## config.mk

```make
export PLATFORM = sky130hd
export DESIGN_NAME = fa_64bit_sync
export DESIGN_NICKNAME = d
export VERILOG_FILES = /design/src/rtl/fa_64bit_sync.sv
export SDC_FILE = /design/constraint.sdc
export NUM_CORES = 1
export LEC_CHECK = 0
export BUFFER_PORTS_ARGS = -buffer_cell sky130_fd_sc_hd__buf_2
export CAP_MARGIN = 20
export CORE_ASPECT_RATIO = 1.5
export CORE_MARGIN = 2
export CORE_UTILIZATION = 40
export DETAILED_ROUTE_END_ITERATION = 6
export PLACE_DENSITY = 0.69
export SLEW_MARGIN = 10
export SYNTH_ARGS = -nofsm -noshare
export SYNTH_HDL_FRONTEND = slang
export SYNTH_SLANG_ARGS = --single-unit
```

## constraint.sdc

```tcl
create_clock -name clk -period 2.3 [get_ports clk]
set_input_delay 0.115 -clock clk [delete_from_list [all_inputs] [get_ports clk]]
set_output_delay 0.115 -clock clk [all_outputs]
set_load 0.005 [all_outputs]
```

## src/rtl/fa_64bit_sync.sv

```systemverilog
// -----------------------------------------------------------------------------
// fa_64bit_sync
//   Registered 64-bit adder for the ALU execute stage: {Carry, Sum} = A + B + Cin,
//   captured on the rising clock edge so it lines up with the EX/MEM register.
//   The combinational core is a chain of 4-bit carry-lookahead groups. Each
//   group resolves its internal carries in parallel from bit generate/propagate
//   terms, and its carry-out ripples into the next group.
//
// Ports
//   clk    in   1      rising-edge clock
//   rst    in   1      asynchronous, active-high reset; clears Sum and Carry
//   A      in   WIDTH  operand A (signedness-agnostic)
//   B      in   WIDTH  operand B
//   Cin    in   1      carry into bit 0
//   Sum    out  WIDTH  registered A + B + Cin, low WIDTH bits
//   Carry  out  1      registered carry out of the top bit
// -----------------------------------------------------------------------------
module fa_64bit_sync #(
  parameter int WIDTH = 64  // must be a multiple of 4; only 64 is verified
) (
  input  logic             clk,
  input  logic             rst,
  input  logic [WIDTH-1:0] A,
  input  logic [WIDTH-1:0] B,
  input  logic             Cin,
  output logic [WIDTH-1:0] Sum,
  output logic             Carry
);

  localparam int GROUPS = WIDTH / 4;

  logic [WIDTH-1:0] sum_c;
  logic             carry_c;

  for (genvar k = 0; k < GROUPS; k++) begin : grp
    logic [3:0] g;     // bit generate
    logic [3:0] p;     // bit propagate
    logic [3:0] c;     // carry into each bit of the group
    logic       cin;
    logic       gg;    // group generate
    logic       gp;    // group propagate
    logic       cout;

    // Group 0 takes the external carry-in; every other group takes the
    // carry-out of the group below it.
    if (k == 0) begin : first
      assign cin = Cin;
    end else begin : chain
      assign cin = grp[k-1].cout;
    end

    assign g = A[4*k +: 4] & B[4*k +: 4];
    assign p = A[4*k +: 4] ^ B[4*k +: 4];

    // Lookahead: each internal carry is expanded from c_{i+1} = g_i | p_i & c_i
    // so all four resolve from cin in parallel instead of rippling bit by bit.
    assign c = {g[2] | p[2] & g[1] | p[2] & p[1] & g[0] | p[2] & p[1] & p[0] & cin,
                g[1] | p[1] & g[0] | p[1] & p[0] & cin,
                g[0] | p[0] & cin,
                cin};

    assign gg   = g[3] | p[3] & g[2] | p[3] & p[2] & g[1] | p[3] & p[2] & p[1] & g[0];
    assign gp   = &p;
    assign cout = gg | gp & cin;

    assign sum_c[4*k +: 4] = p ^ c;
  end

  assign carry_c = grp[GROUPS-1].cout;

  // Only the outputs are registered; A/B/Cin are sampled directly at the edge.
  // NOTE: state registers use non-blocking assignments so every flop samples
  // the pre-edge values regardless of process evaluation order.
  always_ff @(posedge clk or posedge rst) begin
    if (rst) begin
      Sum   <= '0;
      Carry <= 1'b0;
    end else begin
      Sum   <= sum_c;
      Carry <= carry_c;
    end
  end

endmodule

```

==> out/results.ini, run 1 <==
[synthesis]
synthAdderAreaFrac_pct=25.29
synth.distinct_cells=49
ys_warn_count=0
synth_edf_count=0
synth_top_family_by_area=adder cells
syn_area_um2=4433
synth_simple_gate_area_share_pct=9.935
synth.area.mux_share_pct=0
synth_nets=618
async_reset_ff_share_pct=100.0
synth_seq_area_share_pct=36.69
syn_inst=407
yosys.area_share.xor_xnor_pct=8.693
synth_seq_cells=65
synth_compound_area_share_pct=17.27
syn_area_per_cell_um2=10.89
dominantRegCellSynth=dfrtp_1

[clocking]
clkTransAtPathRegs_ns=0.06
clk_path_buf_depth=2
cts_num_sinks=65
cts_made_buffers=9
cts_htree_levels=3
cts_tree=built
cts-root-buf=clkbuf_16

[floorplan]
die_w_um=89.96
start_util_pct=40.53
rows=47
die_y_um=132.9
die_area_um2=11960
ios=196
fp.coreArea_um2=10940

[placed_design]
placedCellCount=858
numPortBuffers=195
hpwl_um=10850
place_congestion=0.8366

[sta]
hold_violations=0
hold_ws_ns=0.05183
finalWorstSetupSlack_ns=-0.1290
drv_slew=0
max_freq_mhz=411.7
relSlewSlack_pct=56.29
min_period_ns=2.429
finalSetupViolations=10
finalCritPeriodShare_pct=105.6
tightest_slew_ns=0.6548
rsz0062_at_grt=true

[drt]
ant_nets=0
wl_um=13770
wl_per_cell_um=15.46
first_pass_iters=4
drc=0
drtIter0Drc=113
vias=4517
vias_per_cell=5.070

[grt]
grt_max_degree=31
grt_pass1_wl_um=22140
grt_pass1_vias=4988
grt-ovfl-total=0
grtUsageTotal_pct=22.93
antenna_found_initial=0

[final_layout]
ff_latch_area_um2=1627
fillers=821
final_cell_count_no_fill=891
multi_input_area_um2=3322
layout-drive-gt1-share_pct=57.80
areaGrowthSynthToFinish_pct=71.89
final_core_util_pct=69.66
layout.nets=950
n_antenna_cell=0

[critical_path]
crit_chain=buf_6 > ha_4 > nand4_1 > buf_4 > nor2_4 > o2bb2ai_4 > a2111oi_4 > buf_4 > a211oi_4 > nor3_4 > o31a_1 > or4b_4 > o2111ai_2
path_class=in -> reg
path_max_fanout=5
cp_common_cell=buf_4
critPathCaptureType=flip-flop
cpPeakStageDelay_ns=0.53
cpMaxStageDelayCell=or4b_4
arrival_ns=2.68
cp-start-kind=input port
cp.required_ns=2.55

[pwr]
power.switching_mw=1.370
p_per_area_nw_per_um2=610.6
clkPwrFrac_pct=32.6
ir_worst_vdd_mv=0.3927
leakage_nw=3.771
seqPwrFrac_pct=31.2
p_int_mw=3.283
pwr-share-comb_pct=36.2
power.share.switching_pct=29.44

[status]
status=complete, but fails checks
violations=setup timing

[hold_path]
hold_class=in -> reg

[flow_run]
cap_violations=0

-- cells by family after synthesis --
group                    Yosys count
XOR/XNOR                          44
AO/OA/AOI/OAI                    116
AND/OR/NAND/NOR                   77
buffers and inverters             25
flip-flops                        65
adder cells (fa/ha/maj)           80
-- stage by stage --
step | setup TNS, ns | instance area [um2] | setup slack [ns] | total power [mW]
6_report | -0.8209 | 7620 | -0.1290 | 4.653
5_1_grt | -2.244 | 7620 | -0.2211 | 4.916
4_1_cts | -0.6922 | 7387 | -0.09570 | 4.612
3_5_place_dp | -14.82 | 6758 | -0.5806 | 2.998
3_3_place_gp | -13.09 | 6758 | -0.5503 | 2.930
2_1_floorplan | -1.396 | 4780 | -0.2666 | 2.193
-- synth_stat cells (all sizes together), types with 2 or more instances --
| library cell | count | area share, % |
|---|---|---|
| o21bai | 6 | 1.0 |
| a211oi | 5 | 0.96 |
| nand3 | 9 | 1.0 |
| nand4 | 9 | 1.8 |
| fa | 16 | 7.2 |
| a21o | 13 | 2.2 |
| nand2b | 2 | 0.28 |
| o21a | 6 | 1.0 |
| a31o | 5 | 0.99 |
| dfrtp | 65 | 37 |
| nor4 | 2 | 0.96 |
| o31ai | 4 | 0.68 |
| o21ai | 17 | 1.9 |
| a21oi | 43 | 5.0 |
| a32o | 2 | 0.45 |
| nor3 | 9 | 1.1 |
| o22ai | 2 | 0.28 |
| nand2 | 22 | 1.9 |
| xor2 | 29 | 5.7 |
| xnor2 | 15 | 3.0 |
| inv | 25 | 2.1 |
| nor2b | 2 | 0.28 |
| nor2 | 14 | 1.2 |
| ha | 64 | 18 |
-- critical path, delay by kind of cell --
| kind | cells | cell delay [ns] |
|---|---|---|
| compound gates | 5 | 0.88 |
| fa+ha+maj | 1 | 0.28 |
| buf+inv | 3 | 0.51 |
| simple gates | 4 | 0.90 |
-- registers in the layout, summed over array words and instances, names as in the netlist --
register	flops
Carry	1
Sum	64
-- layout make-up --
cell class,count,share of cell area (%)
multi-input combinational,317,43.60
timing repair buffer,321,27.04
sequential,65,21.35
clock buffer,11,3.317
tap,147,2.414
inverter,25,1.264
clock inverter,5,1.018
-- routing by layer --
layer  vias to the layer above  track usage [%]  wire length [um]
met5                         -                0                 0
met4                         0            11.11               463
met3                        36            4.670               747
met2                       166            45.96              7999
met1                      2165            21.70              4563
li1                       2150                -                 -
-- final timing paths --
path	to	startpoint	cells after the start	slack [ns]
max in group asynchronous	Sum[22]	rst	4	1.07
setup / recovery	Sum[58]	B[18]	13	-0.13
hold / removal	Sum[16]	B[16]	2	0.05
min in group asynchronous	Sum[44]	rst	3	0.42
-- layout by cell type (no fill, tap or decap), types with 3 or more instances in the layout --
master	count
a21oi_1	26
buf_4	122
o21ai_2	3
inv_1	19
xor2_1	29
a31o_2	3
o21ai_0	7
buf_2	175
fa_1	7
o21a_1	6
nand2_2	3
nand3_1	9
xnor2_1	15
a21o_1	13
ha_4	25
nand4_4	3
ha_1	39
clkbuf_16	9
fa_2	9
nor3_1	8
o21ai_1	7
o21bai_1	6
inv_2	5
nand2_1	18
dfrtp_1	65
a21oi_4	4
nor2_1	13
buf_6	23
nand4_1	5
a21oi_2	13
-- power by group through the flow --
stage / Combinational [mW] / Clock [mW] / Sequential [mW]
6_report: 1.68 / 1.52 / 1.45
5_1_grt: 1.84 / 1.61 / 1.47
4_1_cts: 1.62 / 1.54 / 1.45
3_5_place_dp: 1.53 / 0 / 1.47
3_3_place_gp: 1.46 / 0 / 1.47
2_1_floorplan: 0.686 / 0 / 1.51
-- timing repair --
action,CTS,global route
pin swaps,29,34
endpoints found under the setup margin,19,35
hold endpoints to repair,28,0
gates resized for setup,46,42
hold buffers,1,0
setup buffers,11,6
Power figures use the tool's default switching activity.
==> run 2: changes to the inputs <==
--- a/config.mk
+++ b/config.mk
@@ -8,10 +8,11 @@
 export BUFFER_PORTS_ARGS = -buffer_cell sky130_fd_sc_hd__buf_2
 export CAP_MARGIN = 20
 export CORE_ASPECT_RATIO = 1.5
-export CORE_MARGIN = 2
+export CORE_MARGIN = 8
 export CORE_UTILIZATION = 40
 export DETAILED_ROUTE_END_ITERATION = 6
 export PLACE_DENSITY = 0.69
+export RECOVER_POWER = 25
 export SLEW_MARGIN = 10
 export SYNTH_ARGS = -nofsm -noshare
 export SYNTH_HDL_FRONTEND = slang
==> run 2 against run 1 <==
  * The flow still finishes with violations (setup timing)
  * Critical path depth is the same
  * Final area shrank 3.4%
  * Combinational power shrank 5%
  * Count of clock-buffer cells in the layout grew 1
  * Total power shrank 6.4%
  * Clock power shrank 14%
  * Cell count shrank 0.34%
  * Routed wire length grew 2.6%
  * Flip-flop and latch count is the same
  * Core utilization shrank 2.4 points
  * Global-route usage shrank 3.4 points
  * Sequential share of layout area grew 0.75 points
  * Critical path type unchanged
  * Largest cell class unchanged
  * Largest power group unchanged
==> out/results.ini, run 2 (same netlist as run 1, synthesis figures left out) <==
[critical_path]
crit_chain=buf_2 > ha_1 > a21oi_2 > o21a_1 > o211ai_1 > a32o_2 > a221o_1 > nor3_2 > buf_4 > buf_6 > inv_4 > fa_2 > xor2_1
cp-start-kind=input port
cpMaxStageDelayCell=a221o_1
path_max_fanout=3  ; -2
crit_family=compound AO/OA/AOI/OAI gates
cpPeakStageDelay_ns=0.35  ; -0.18 ns
arrival_ns=2.66  ; -0.02 ns
cp.buffers_inverters=4  ; +1
critPathCaptureType=flip-flop
path_class=in -> reg
cp.required_ns=2.51  ; -0.04 ns

[pwr]
total_power_mw=4.357  ; -6.4%
p_per_area_nw_per_um2=591.8  ; -3.1%
leakage_nw=3.639  ; -3.5%
ir_worst_vdd_mv=0.3278  ; -17%

[sta]
tightest_slew_ns=0.7691  ; +0.1143 ns
finalWorstSetupSlack_ns=-0.1518  ; -0.02276 ns
rsz0062_at_grt=true
finalSetupViolations=14  ; +4
min_period_ns=2.452  ; +0.02276 ns
drv_slew=0  ; unchanged
finalCritPeriodShare_pct=106.6  ; +0.99 points
hold_violations=0  ; unchanged
relSlewSlack_pct=48.65  ; -7.6 points
max_freq_mhz=407.9  ; -0.93%

[placed_design]
place_congestion=0.8494  ; +1.5%
place_ws_ns=-0.5773  ; +0.003321 ns
placedCellCount=856  ; -0.23%
hpwl_um=11550  ; +6.5%
numPortBuffers=195  ; unchanged

[grt]
grt-ovfl-total=0  ; unchanged
grtUsageTotal_pct=19.57  ; -3.4 points
grt_pass1_wl_um=23080  ; +4.2%
grt_pass1_vias=5178  ; +3.8%
grt_max_degree=34  ; +9.7%
antenna_found_initial=0  ; unchanged

[status]
violations=setup timing
status=complete, but fails checks

[final_layout]
final_cell_count_no_fill=888  ; -0.34%
n_antenna_cell=0  ; unchanged
areaGrowthSynthToFinish_pct=66.07
reg_top3=Sum (64), Carry (1)
regMostFlops=Sum
final_common_cell=buf_2
final_core_util_pct=67.31  ; -2.4 points
layout-drive-gt1-share_pct=52.50  ; -5.3 points
layout_common_cells=163 x buf_2, 121 x buf_4, 65 x dfrtp_1
largest_reg_flops=64  ; unchanged
fillers=876  ; +6.7%
layout.nets=948  ; -0.21%

[flow_run]
cap_violations=0  ; unchanged

[floorplan]
die_area_um2=14780  ; +24%
die_w_um=102.0  ; +13%
start_util_pct=40.53  ; unchanged
ios=196  ; unchanged
die_y_um=144.9  ; +9.0%
fp.coreArea_um2=10940  ; unchanged
rows=47  ; unchanged

[drt]
vias=4421  ; -2.1%
vias_per_cell=4.979  ; -1.8%
wl_per_cell_um=15.92  ; +3.0%
ant_nets=0  ; unchanged
first_pass_iters=6  ; +2
drtIter0Drc=90  ; -20%
drc=0  ; unchanged
wl_um=14140  ; +2.6%

[clocking]
clkTransAtPathRegs_ns=0.06  ; about the same
cts_made_buffers=9  ; unchanged
cts_num_sinks=65  ; unchanged
cts_htree_levels=3  ; unchanged
cts-root-buf=clkbuf_16
clk_path_buf_depth=2  ; unchanged
cts_tree=built

[hold_path]
hold_class=in -> reg

==> run 2: power by group <==
part | internal [mW] | switching [mW] | leakage (nW) | total, mW
sequential | 1.39 | 0.0653 | 0.757 | 1.45
clock | 0.806 | 0.495 | 0.144 | 1.30
combinational | 0.841 | 0.763 | 2.74 | 1.60
total | 3.03 | 1.32 | 3.64 | 4.36
==> run 2: layout make-up <==
cell class | count | area, um2 | area share, %
clock inverters | 3 | 15.01 | 0.2039
repair buffers | 319 | 1946 | 26.43
well taps | 147 | 183.9 | 2.498
multi-input cells | 317 | 3228 | 43.85
flip-flops and latches | 65 | 1627 | 22.09
clock buffers | 12 | 266.5 | 3.620
inverters | 25 | 96.34 | 1.309
==> run 2: repair_timing <==
action | CTS | global route
setup buffers | 14 | 4
pin swaps | 35 | 20
endpoints found under the setup margin | 14 | 30
endpoints found under the hold margin | 32 | 0
resized for setup | 36 | 16
hold buffers | 1 | 0
==> run 2: layer usage <==
metal | routed length, um | up-vias | track usage (%)
met5 | 0 | - | 0
li1 | - | 2145 | -
met1 | 4862 | 2089 | 18.54
met4 | 442 | 0 | 8.192
met2 | 7847 | 156 | 37.14
met3 | 983 | 31 | 5.556
==> run 2: final timing paths <==
check,startpoint,end,slack (ns),cells after the start
worst max-delay path,A[33],Sum[53],-0.15,13
max in group asynchronous,rst,Sum[5],1.16,4
worst min-delay path,B[24],Sum[24],0.10,2
min in group asynchronous,rst,Sum[42],0.49,3
==> run 2: stage by stage <==
step | setup TNS (ns) | hold WS [ns] | cell area, um2
2_1_floorplan | -1.396 | 0.2832 | 4780
3_3_place_gp | -9.982 | 0.2935 | 6755
3_5_place_dp | -11.73 | 0.3009 | 6755
4_1_cts | -0.9269 | 0.08535 | 7308
5_1_grt | -4.083 | 0.09562 | 7362
6_report | -1.127 | 0.1006 | 7362
==> run 3: changes to the inputs <==
--- a/config.mk
+++ b/config.mk
@@ -5,7 +5,7 @@
 export SDC_FILE = /design/constraint.sdc
 export NUM_CORES = 1
 export LEC_CHECK = 0
-export BUFFER_PORTS_ARGS = -buffer_cell sky130_fd_sc_hd__buf_2
+export BUFFER_PORTS_ARGS = -buffer_cell sky130_fd_sc_hd__clkbuf_2
 export CAP_MARGIN = 20
 export CORE_ASPECT_RATIO = 1.5
 export CORE_MARGIN = 8
==> run 3 against run 2 <==
  * The run still ends with setup timing left
  * Core utilization rose by 0.67 points
  * Global-route usage rose by 0.068 points
  * Hold slack got worse by 0.0034 ns
  * Die area did not move
  * Sequential power barely moved
  * Cell count rose by 0.90%
==> out/results.ini, run 3 (same netlist as run 1, synthesis figures left out) <==
[status]
status=complete, but fails checks
violations=setup timing

[critical_path]
cp-start-kind=input port
arrival_ns=2.72  ; +0.06 ns
critPathCaptureType=flip-flop
path_class=in -> reg
cp.required_ns=2.51  ; about the same
path_max_fanout=3  ; unchanged

[grt]
grtUsageTotal_pct=19.64  ; +0.068 points
grt_pass1_wl_um=23050  ; -0.15%
antenna_found_initial=0  ; unchanged
grt_max_degree=34  ; unchanged
grt-ovfl-total=0  ; unchanged
grt_pass1_vias=5087  ; -1.8%

[floorplan]
fp.coreArea_um2=10940  ; unchanged
rows=47  ; unchanged
die_area_um2=14780  ; unchanged
ios=196  ; unchanged
start_util_pct=40.53  ; unchanged
die_y_um=144.9  ; unchanged
die_w_um=102.0  ; unchanged

[clocking]
cts_htree_levels=3  ; unchanged
cts-root-buf=clkbuf_16
cts_tree=built
clkTransAtPathRegs_ns=0.06  ; about the same
cts_num_sinks=65  ; unchanged
clk_path_buf_depth=2  ; unchanged
cts_made_buffers=9  ; unchanged

[final_layout]
final_core_util_pct=67.98  ; +0.67 points
final_cell_count_no_fill=896  ; +0.90%
regMostFlops=Sum
areaGrowthSynthToFinish_pct=67.74
layout_common_cells=161 x clkbuf_2, 126 x buf_4, 65 x dfrtp_1
layout-drive-gt1-share_pct=52.20  ; -0.29 points
layout.nets=956  ; +0.84%
stdcell_area_um2=7436  ; +1.0%
reg_top3=Sum (64), Carry (1)
n_antenna_cell=0  ; unchanged
final_common_cell=clkbuf_2
largest_reg_flops=64  ; unchanged

[sta]
drv_slew=0  ; unchanged
min_period_ns=2.503  ; +0.05145 ns
max_freq_mhz=399.5  ; -2.1%
relSlewSlack_pct=50.65  ; +2.0 points
hold_violations=0  ; unchanged
finalWorstSetupSlack_ns=-0.2032  ; -0.05145 ns
finalSetupViolations=18  ; +4
finalCritPeriodShare_pct=108.8  ; +2.2 points
rsz0062_at_grt=true
tightest_slew_ns=0.7392  ; -0.02988 ns

[drt]
vias_per_cell=4.978  ; about the same
wl_per_cell_um=16.17  ; +1.6%
ant_nets=0  ; unchanged
first_pass_iters=4  ; -2
vias=4460  ; +0.88%
wl_um=14490  ; +2.5%
drtIter0Drc=80  ; -11%
drc=0  ; unchanged

[pwr]
leakage_nw=3.714  ; +2.0%
ir_worst_vdd_mv=0.3386  ; +3.3%
p_per_area_nw_per_um2=603.2  ; +1.9%
total_power_mw=4.485  ; +2.9%

[placed_design]
place_congestion=0.8525  ; +0.36%
placed_area_um2=6748  ; -0.11%
placedCellCount=855  ; -0.12%
hpwl_um=11760  ; +1.8%
numPortBuffers=195  ; unchanged
place_ws_ns=-0.6230  ; -0.04567 ns

[flow_run]
cap_violations=0  ; unchanged

[hold_path]
hold_class=in -> reg

[run 3: cell types whose count changed in the layout (fill, tap and decap cells not counted), sizes merged]
cell,before,now
clkbuf,35,202
clkinv,3,2
bufinv,0,1
buf,295,136
[run 3: power breakdown]
group	switching, mW	internal [mW]
clock	0.502	0.889
sequential	0.0729	1.39
combinational	0.774	0.860
[run 3: layer usage]
layer | vias up | wire [um] | track usage [%]
met3 | 24 | 1021 | 4.741
met4 | 0 | 297 | 7.306
li1 | 2156 | - | -
met2 | 147 | 8336 | 39.01
met1 | 2133 | 4829 | 17.93
met5 | - | 0 | 0
[run 3: through the flow]
stage / hold slack (ns) / TNS (ns)
floorplan: 0.2832 / -1.396
global placement: 0.2702 / -11.02
detailed placement: 0.2757 / -12.72
CTS: 0.08912 / -1.139
global route: 0.1031 / -4.202
finish: 0.09720 / -1.962
[run 3: area by class of cell]
cell class	count	area (um2)
Inverter	25	96.34
Clock buffer	12	256.5
Tap cell	147	183.9
Fill cell	846	3502
Clock inverter	3	40.04
Sequential cell	65	1627
Timing Repair Buffer	327	2013
Multi-Input combinational cell	317	3219
[run 3: worst paths after layout]
kind                       start       to  slack (ns)  cells past startpoint
min in group asynchronous    rst  Sum[43]        0.46                      3
max in group asynchronous    rst  Sum[19]        1.19                      4
max                         B[0]  Sum[13]       -0.20                     14
min                        B[24]  Sum[24]         0.1                      2
[run 3: what timing repair did]
action / in CTS / in global routing
pin swaps: 12 / 24
setup endpoints to repair: 14 / 23
setup buffers: 16 / 11
hold buffers: 1 / 0
gates resized for setup: 26 / 33
endpoints found under the hold margin: 32 / 0
[run 3: critical path, stage by stage]
cell and delay, ns:
buf_8 0.09, ha_1 0.31, a211oi_1 0.35, o21bai_1 0.16
a21o_1 0.22, buf_6 0.13, a31o_4 0.22, a21oi_2 0.13
nor2b_2 0.06, o21a_1 0.19, o21ai_1 0.13, nand2b_1 0.09
fa_2 0.36, xor2_1 0.14
